## config.mk

```make
export PLATFORM = sky130hd
export DESIGN_NAME = shift_reg_univ
export DESIGN_NICKNAME = d
export VERILOG_FILES = /design/src/rtl/shift_reg_pkg.sv /design/src/rtl/shift_reg_step.sv /design/src/rtl/shift_reg_univ.sv
export SDC_FILE = /design/constraint.sdc
export NUM_CORES = 1
export LEC_CHECK = 0
export CAP_MARGIN = 30
export CORE_MARGIN = 10
export CORE_UTILIZATION = 48
export CTS_CLUSTER_DIAMETER = 60
export DETAILED_ROUTE_END_ITERATION = 8
export GPL_ROUTABILITY_DRIVEN = 0
export PLACE_DENSITY = 0.8
export SKIP_CTS_REPAIR_TIMING = 1
export SLEW_MARGIN = 20
export SYNTH_ARGS = -nofsm -noshare
export SYNTH_HDL_FRONTEND = slang
export SYNTH_SLANG_ARGS = --single-unit
```

## constraint.sdc

```tcl
create_clock -name clk -period 1.6 [get_ports clk]
set_input_delay 0.32 -clock clk [delete_from_list [all_inputs] [get_ports clk]]
set_output_delay 0.32 -clock clk [all_outputs]
set_load 0.01 [all_outputs]
```

## src/rtl/shift_reg_pkg.sv

```systemverilog
// Shared definitions for the universal shift register: op encodings, FSM states
// and the predicate that tells which ops may run as a multi-step burst.
package shift_reg_pkg;

  typedef enum logic [2:0] {
    MODE_HOLD = 3'b000,
    MODE_LOAD = 3'b001,
    MODE_SHL  = 3'b010,
    MODE_SHR  = 3'b011,
    MODE_ROL  = 3'b100,
    MODE_ROR  = 3'b101,
    MODE_ASR  = 3'b110,
    MODE_CLR  = 3'b111
  } mode_e;

  typedef enum logic {
    ST_IDLE = 1'b0,
    ST_RUN  = 1'b1
  } state_e;

  // Only the shift/rotate ops (SHL..ASR) make sense repeated in a burst.
  function automatic logic is_shift_class(input logic [2:0] m);
    return (m >= MODE_SHL) && (m <= MODE_ASR);
  endfunction

endpackage

```

## src/rtl/shift_reg_step.sv

```systemverilog
// Combinational next-value unit: applies one op to the current register value.
// Shared by the single-cycle path and the burst path so both behave identically.
module shift_reg_step
  import shift_reg_pkg::*;
#(
  parameter int WIDTH = 8
) (
  input  logic [WIDTH-1:0] q,
  input  logic [2:0]       op,
  input  logic             sin_l,
  input  logic             sin_r,
  input  logic [WIDTH-1:0] d,
  output logic [WIDTH-1:0] q_next
);

  always_comb begin
    q_next = q;
    case (op)
      MODE_HOLD: q_next = q;
      MODE_LOAD: q_next = d;
      MODE_SHL:  q_next = {q[WIDTH-2:0], sin_r};
      MODE_SHR:  q_next = {sin_l, q[WIDTH-1:1]};
      MODE_ROL:  q_next = {q[WIDTH-2:0], q[WIDTH-1]};
      MODE_ROR:  q_next = {q[0], q[WIDTH-1:1]};
      MODE_ASR:  q_next = {q[WIDTH-1], q[WIDTH-1:1]};
      MODE_CLR:  q_next = '0;
      default:   q_next = q;
    endcase
  end

endmodule

```

## src/rtl/shift_reg_univ.sv

```systemverilog
// Universal WIDTH-bit register: single-cycle ops under en, plus a burst mode that
// repeats one shift/rotate op shamt times with registered busy/done handshake.
module shift_reg_univ
  import shift_reg_pkg::*;
#(
  parameter int WIDTH = 8,
  parameter int CNT_W = 4
) (
  input  logic             clk,
  input  logic             rest,
  input  logic             en,
  input  logic [2:0]       mode,
  input  logic [WIDTH-1:0] d,
  input  logic             sin_l,
  input  logic             sin_r,
  input  logic             start,
  input  logic [CNT_W-1:0] shamt,
  output logic [WIDTH-1:0] q,
  output logic             sout_l,
  output logic             sout_r,
  output logic             busy,
  output logic             done
);

  localparam logic [CNT_W-1:0] CNT_ONE = {{(CNT_W-1){1'b0}}, 1'b1};

  state_e           state_q, state_d;
  logic [CNT_W-1:0] count_q, count_d;
  logic [2:0]       op_q, op_d;
  logic [WIDTH-1:0] q_q, q_d;
  logic             busy_q, busy_d;
  logic             done_q, done_d;

  logic [2:0]       step_op;
  logic [WIDTH-1:0] step_q;

  // While a burst runs the latched op drives the step unit; otherwise the live mode.
  assign step_op = (state_q == ST_RUN) ? op_q : mode;

  shift_reg_step #(
    .WIDTH(WIDTH)
  ) u_step (
    .q      (q_q),
    .op     (step_op),
    .sin_l  (sin_l),
    .sin_r  (sin_r),
    .d      (d),
    .q_next (step_q)
  );

  always_comb begin
    state_d = state_q;
    count_d = count_q;
    op_d    = op_q;
    q_d     = q_q;
    busy_d  = 1'b0;
    done_d  = 1'b0;
    case (state_q)
      ST_RUN: begin
        q_d     = step_q;
        count_d = count_q - CNT_ONE;
        if (count_q == CNT_ONE) begin
          state_d = ST_IDLE;
          done_d  = 1'b1;
        end else begin
          busy_d = 1'b1;
        end
      end
      default: begin
        // An accepted start owns this edge: q holds and en is ignored.
        if (start && is_shift_class(mode)) begin
          op_d    = mode;
          count_d = shamt;
          if (shamt == '0) begin
            done_d = 1'b1;
          end else begin
            state_d = ST_RUN;
            busy_d  = 1'b1;
          end
        end else if (en) begin
          q_d = step_q;
        end
      end
    endcase
  end

  always_ff @(posedge clk) begin
    if (rest) begin
      state_q <= ST_IDLE;
      count_q <= '0;
      op_q    <= MODE_HOLD;
      q_q     <= '0;
      busy_q  <= 1'b0;
      done_q  <= 1'b0;
    end else begin
      state_q <= state_d;
      count_q <= count_d;
      op_q    <= op_d;
      q_q     <= q_d;
      busy_q  <= busy_d;
      done_q  <= done_d;
    end
  end

  assign q      = q_q;
  assign sout_l = q_q[WIDTH-1];
  assign sout_r = q_q[0];
  assign busy   = busy_q;
  assign done   = done_q;

endmodule

```

==> metrics.csv, run 1 <==
metric;value;unit
number of buffers created by CTS;3;
die outline height;70.3;um
reg2reg start;busy;
Mapped Nets;161;
CP delay by family, top;buffers and inverters;
Routed WL;3.72;mm
# IOs;33;
CTS Buffer Depth;2;
initial antenna violation count;0;
WP data required;1280;ps
Area Overhead vs Synth;46.2;%
syn avg cell area;8.81;um2
final hold slack;507;ps
Max FO, Critical Path;4;
Initial Util;0.495;
commonest register cell after synthesis;dfxtp_1;
flop2flop setup slack;60;ps
result of the run;finished, final reports clean;
H-tree depth;1;
layout cells sized above 1;0.280;
DIE WIDTH;70.3;um
Layout Skew;14.0;ps
Mapped Area;0.00122;mm2
core box area;0.00245;mm2
worst min path class;flip-flop to flip-flop;
clock-pin transition on the worst setup and hold timing paths;120;ps
Nets;210;
CTS Root Cell;clkbuf_4;
final worst-path cycle share;0.964;
crit-path cells;clkdlybuf4s50_1;
Seq/Total Area, Yosys;0.280;
EDFF count, synth;0;
fin area;0.00178;mm2
Final Max Slew Viols;0;
FP Rows;18;
worst-skew pair later-pin latency;310;ps
cell leakage power;0.821;nW
Yosys cell types;47;
Final Power;1.33;mW
CTS tree;done;
FF+latch count, synth;17;
WP data arrival;1220;ps
DRT Pass-1 Iters;4;
vias per cell;5.77;
Setup crit start;q[5];
FMAX;0.648;GHz
vias in the first global route;1250;
layout filler cell count;189;
max_slew headroom;0.741;
Final ANT Viol Nets;0;
DR vias;1247;
GRT Total Usage;0.147;
Worst Tran Pin Value;385;ps
final setup TNS;0;ps
buffers added on ports;32;
final setup fails;0;
Worst Path Class, Setup;flip-flop to output port;
GRT overflow;0;
n_diodes;0;
Critical Path Start Type;flip-flop;
CP Capture Type;output port;
first-pass GRT wire length;6.12;mm
most frequent cells in the layout;21 x nand2_1, 21 x clkdlybuf4s50_1, 21 x buf_4;
drt wl/cell;17.2;um
ys async rst share;0;
final hold vios;0;
Buf+Inv Stages, Crit Path;1;
largest net degree at the start of global routing;11;
slowest stage delay, CP;550;ps
maximum vdd drop;0.699;mV
DRC errors left;0;
DR iter-0 viols;97;
Yosys Warn Count;0;
crit path max-delay cell type;clkdlybuf4s50_1;
Max Cap Viol;0;
Final min period;1540;ps
TritonCTS sink count;17;
Hold Startpoint;q[0];
Post-DP HPWL;2.81;mm
cell area power density;747;mW/mm2
Placed Area;0.00166;mm2
die area;0.00495;mm2
Synth Instances;138;
[power by group]
| part | total [mW] | leakage (nW) | switching (mW) | internal, mW |
|---|---|---|---|---|
| clock network | 0.249 | 0.0177 | 0.155 | 0.0935 |
| logic | 0.550 | 0.660 | 0.253 | 0.297 |
| registers | 0.528 | 0.143 | 0.0554 | 0.473 |
| total | 1.33 | 0.821 | 0.464 | 0.863 |
[logic make-up after synthesis]
group | share of synthesized area
AO/OA/AOI/OAI | 0.319
multiplexers | 0.0453
flip-flops | 0.280
XOR/XNOR | 0.0350
AND/OR/NAND/NOR | 0.201
buffers and inverters | 0.0998
adder cells (fa/ha/maj) | 0.0206
[final timing paths]
| path | depth (start not counted) | to |
|---|---|---|
| worst max-delay path | 1 | q[5] |
| worst min-delay path | 1 | q[0] |
| worst max register to register | 5 | q[2] |
| worst min register to register | 1 | q[0] |
[state kept, by name, indices dropped and copies added (netlist names)]
signal   cells
q            8
count_q      4
op_q         3
busy         1
done         1
[through the flow]
stage	cells	util	worst slack, ps
after floorplan	138	-	13.9
after global placement	212	0.678	-449
after detailed placement	212	0.678	-499
after CTS	216	0.689	-216
after global routing	216	0.724	-11.0
final	216	0.724	56.9
[Yosys cell counts, types with 2 or more instances]
library cell	instances	area share
o21ai_0	3	0.012
o22a_1	2	0.014
xor2_1	2	0.014
nor3_1	2	0.0082
buf_4	5	0.031
a221o_1	6	0.049
and2_1	2	0.010
a32o_1	6	0.049
nand2b_1	6	0.031
dfxtp_1	17	0.28
mux2i_1	3	0.025
nand2_1	21	0.065
inv_1	5	0.015
buf_6	5	0.046
ha_1	2	0.021
nor2_1	7	0.022
nor4_1	2	0.010
nand3_1	3	0.012
a21oi_1	11	0.045
[routing by layer]
metal | part of all wire | routed length (um) | up-vias | track usage
met5 | 0 | 0 | - | 0
met4 | 0.026 | 95 | 0 | 0.0789
met3 | 0.058 | 215 | 7 | 0.0395
met2 | 0.48 | 1800 | 39 | 0.243
met1 | 0.43 | 1610 | 600 | 0.168
li1 | - | - | 601 | -
[final cells by class]
type	count	area (um2)	area share
timing repair buffer	56	548	0.308
tap	30	37.5	0.0211
clock buffer	3	22.5	0.0127
multi-input combinational	104	795	0.447
clock inverter	1	5.00	0.00281
inverter	5	18.8	0.0106
sequential	17	352	0.198
Power figures use the tool's default switching activity.
==> run 2, diff against run 1 <==
Settings changed: ABC_CLOCK_PERIOD_IN_PS from default to 1600.
==> results of run 2 <==
No change in the layout: final DEF, timing and power equal those of run 1.
==> run 3, diff against run 2 <==
Settings changed: ABC_AREA from default to 1, CORE_UTILIZATION 48 to 47, PLACE_DENSITY 0.8 to 0.79.
==> metrics.csv, run 3 <==
metric;value;unit;change
result of the run;finished, final reports clean;;
final setup TNS;0;ps;unchanged
TritonCTS sink count;17;;unchanged
FMAX;0.641;GHz;-1.1%
Max FO, Critical Path;5;;+1
Area Overhead vs Synth;38.8;%;
clock-pin transition on the worst setup and hold timing paths;100;ps;-20 ps
setup ws final;39.3;ps;-17.7 ps
die area;0.00486;mm2;-1.7%
number of flip-flops in the largest register;8;;unchanged
die outline height;69.7;um;-0.86%
number of buffers created by CTS;3;;unchanged
cell area power density;755;mW/mm2;+1.1%
post-synthesis adder-cell area fraction;0.0215;;+0.000952
max_slew headroom;0.705;;-0.0357
crit path max-delay cell type;clkdlybuf4s50_1;;
Critical Path Start Type;flip-flop;;
syn avg cell area;6.53;um2;-26%
XOR/XNOR Fraction of Synth Area;0;;-0.0350
Nets;241;;+15%
DRT Pass-1 Iters;4;;unchanged
n_diodes;0;;unchanged
Placed Area;0.00155;mm2;-7.1%
Post-DP HPWL;2.49;mm;-12%
CTS tree;done;;
Worst Tran Pin Value;438;ps;+53.0 ps
most frequent cells in the layout;52 x nand2_1, 27 x clkdlybuf4s50_1, 22 x nor2_1;;
CTS Root Cell;clkbuf_4;;
final setup fails;0;;unchanged
Int Pwr;777;uW;-10%
core box area;0.00228;mm2;-7.3%
GRT Total Usage;0.124;;-0.0236
DR iter-0 viols;125;;+29%
largest net degree at the start of global routing;15;;+4
Buf+Inv Stages, Crit Path;1;;unchanged
commonest register cell after synthesis;dfxtp_1;;
WP data arrival;1240;ps;+20 ps
final worst-path cycle share;0.975;;+0.0110
register share of total power;0.414;;+0.016
Multi-input gate area;732;um2;-7.9%
CTS Buffer Depth;2;;unchanged
Combinational Power Share;0.387;;-0.027
ys async rst share;0;;unchanged
H-tree depth;1;;unchanged
post-synth top area share;0.293;;+0.0130
Synth Instances;178;;+29%
RSZ-0062 raised after global routing;false;;
commonest non-fill, non-tap cell in the layout;nand2_1;;
combinational family with the most area after synthesis;simple AND/OR/NAND/NOR gates;;
worst min path class;input pin to flip-flop;;
metal3 WL;176;um;-18%
CP delay by family, top;buffers and inverters;;
# IOs;33;;unchanged
placed cell count;240;;+13%
Yosys Warn Count;0;;unchanged
EDFF count, synth;0;;unchanged
Synth Area in Simple Gates;0.453;;+0.253
mux cell area share after synthesis;0;;-0.0453
final hold vios;0;;unchanged
layout cells sized above 1;0.198;;-0.0814
DRT met1 WL;1.48;mm;-8.1%
Initial Util;0.511;;+0.0153
DRC errors left;0;;unchanged
Clk pwr share;0.199;;+0.011
Final min period;1560;ps;+17.7 ps
layout filler cell count;203;;+7.4%
initial antenna violation count;0;;unchanged
fin area;0.00161;mm2;-9.3%
synth cell count leaders;52 x nand2_1, 22 x nor2_1, 19 x a21oi_1;;
pre-CTS setup slack;-264;ps;+235 ps
DR vias;1257;;+0.80%
crit-path cells;clkdlybuf4s50_1;;
top post-synthesis cells by area;dfxtp_1 29%, nand2_1 17%, a21oi_1 8.2%, nor2_1 7.1%, nand3_1 5.2%;;
vias in the first global route;1166;;-6.7%
Worst Path Class, Setup;flip-flop to output port;;
storage element area;350;um2;-0.36%
Cell Count, Final, Fillers Out;245;;+13%
Seq/Total Area, Yosys;0.293;;+0.0130
Yosys cell types;26;;-45%
Max Cap Viol;0;;unchanged
Final Power;1.22;mW;-8.3%
GRT overflow;0;;unchanged
CP Capture Type;output port;;
first-pass GRT wire length;5.22;mm;-15%
post-synthesis compound-gate area fraction;0.139;;-0.180
drt wl/cell;13.5;um;-22%
Final Max Slew Viols;0;;unchanged
sw frac;0.362;;+0.0121
fin util;0.709;;-0.0156
top layer in use;met4;;
buffers added on ports;32;;unchanged
DIE WIDTH;69.7;um;-0.86%
Final ANT Viol Nets;0;;unchanged
Routed WL;3.30;mm;-11%
most common cell in the netlist;nand2_1;;
Switch Pwr;440;uW;-5.1%
worst-skew pair later-pin latency;300;ps;about the same
final hold slack;442;ps;-65.0 ps
vias per cell;5.13;;-11%
Mapped Area;0.00116;mm2;-4.4%
Detail Route met2 WL;1.61;mm;-10%
Synth area leader;dfxtp_1;;
FP Rows;17;;-1
cell leakage power;0.771;nW;-6.1%
Layout Skew;3.12;ps;-10.9 ps
FF+latch count, synth;17;;unchanged
Mapped Nets;201;;+25%
slowest stage delay, CP;550;ps;about the same
maximum vdd drop;0.550;mV;-21%
WP data required;1280;ps;about the same
## run 3: logic make-up after synthesis
family          after synthesis
compound gates               29
buf+inv                      23
fa+ha+maj                     2
simple gates                107
flops                        17
## run 3: layout make-up
type                            count  share of cell area
Clock buffer                        4              0.0163
Sequential cell                    17               0.217
Inverter                           17              0.0396
Tap cell                           28              0.0217
Timing Repair Buffer               40               0.251
Multi-Input combinational cell    139               0.454
## run 3: layer usage
metal	track usage	vias to the layer above
met3	0.0371	5
li1	-	655
met4	0.0326	0
met1	0.152	565
met5	0	-
met2	0.204	32
## run 3: worst paths after layout
| check | from | to | slack [ps] | depth (start not counted) |
|---|---|---|---|---|
| hold reg to reg | op_q[0] | op_q[0] | 480 | 2 |
| setup / recovery | q[7] | q[7] | 40 | 1 |
| setup reg to reg | busy | q[7] | 160 | 9 |
| hold / removal | mode[1] | op_q[1] | 440 | 3 |
## run 3: tightest hold or removal path, stage by stage
cell and delay (ps):
dlymetal6s2s_1 170, o21ai_0 120, a21oi_1 100
## run 3: power groups by stage
stage               clock, mW  combinational [mW]  sequential, mW
CTS                     0.247               0.461           0.501
floorplan                   0               0.283           0.510
detailed placement          0               0.459           0.511
global placement            0               0.449           0.508
finish                  0.243               0.471           0.504
global route            0.265               0.523           0.509
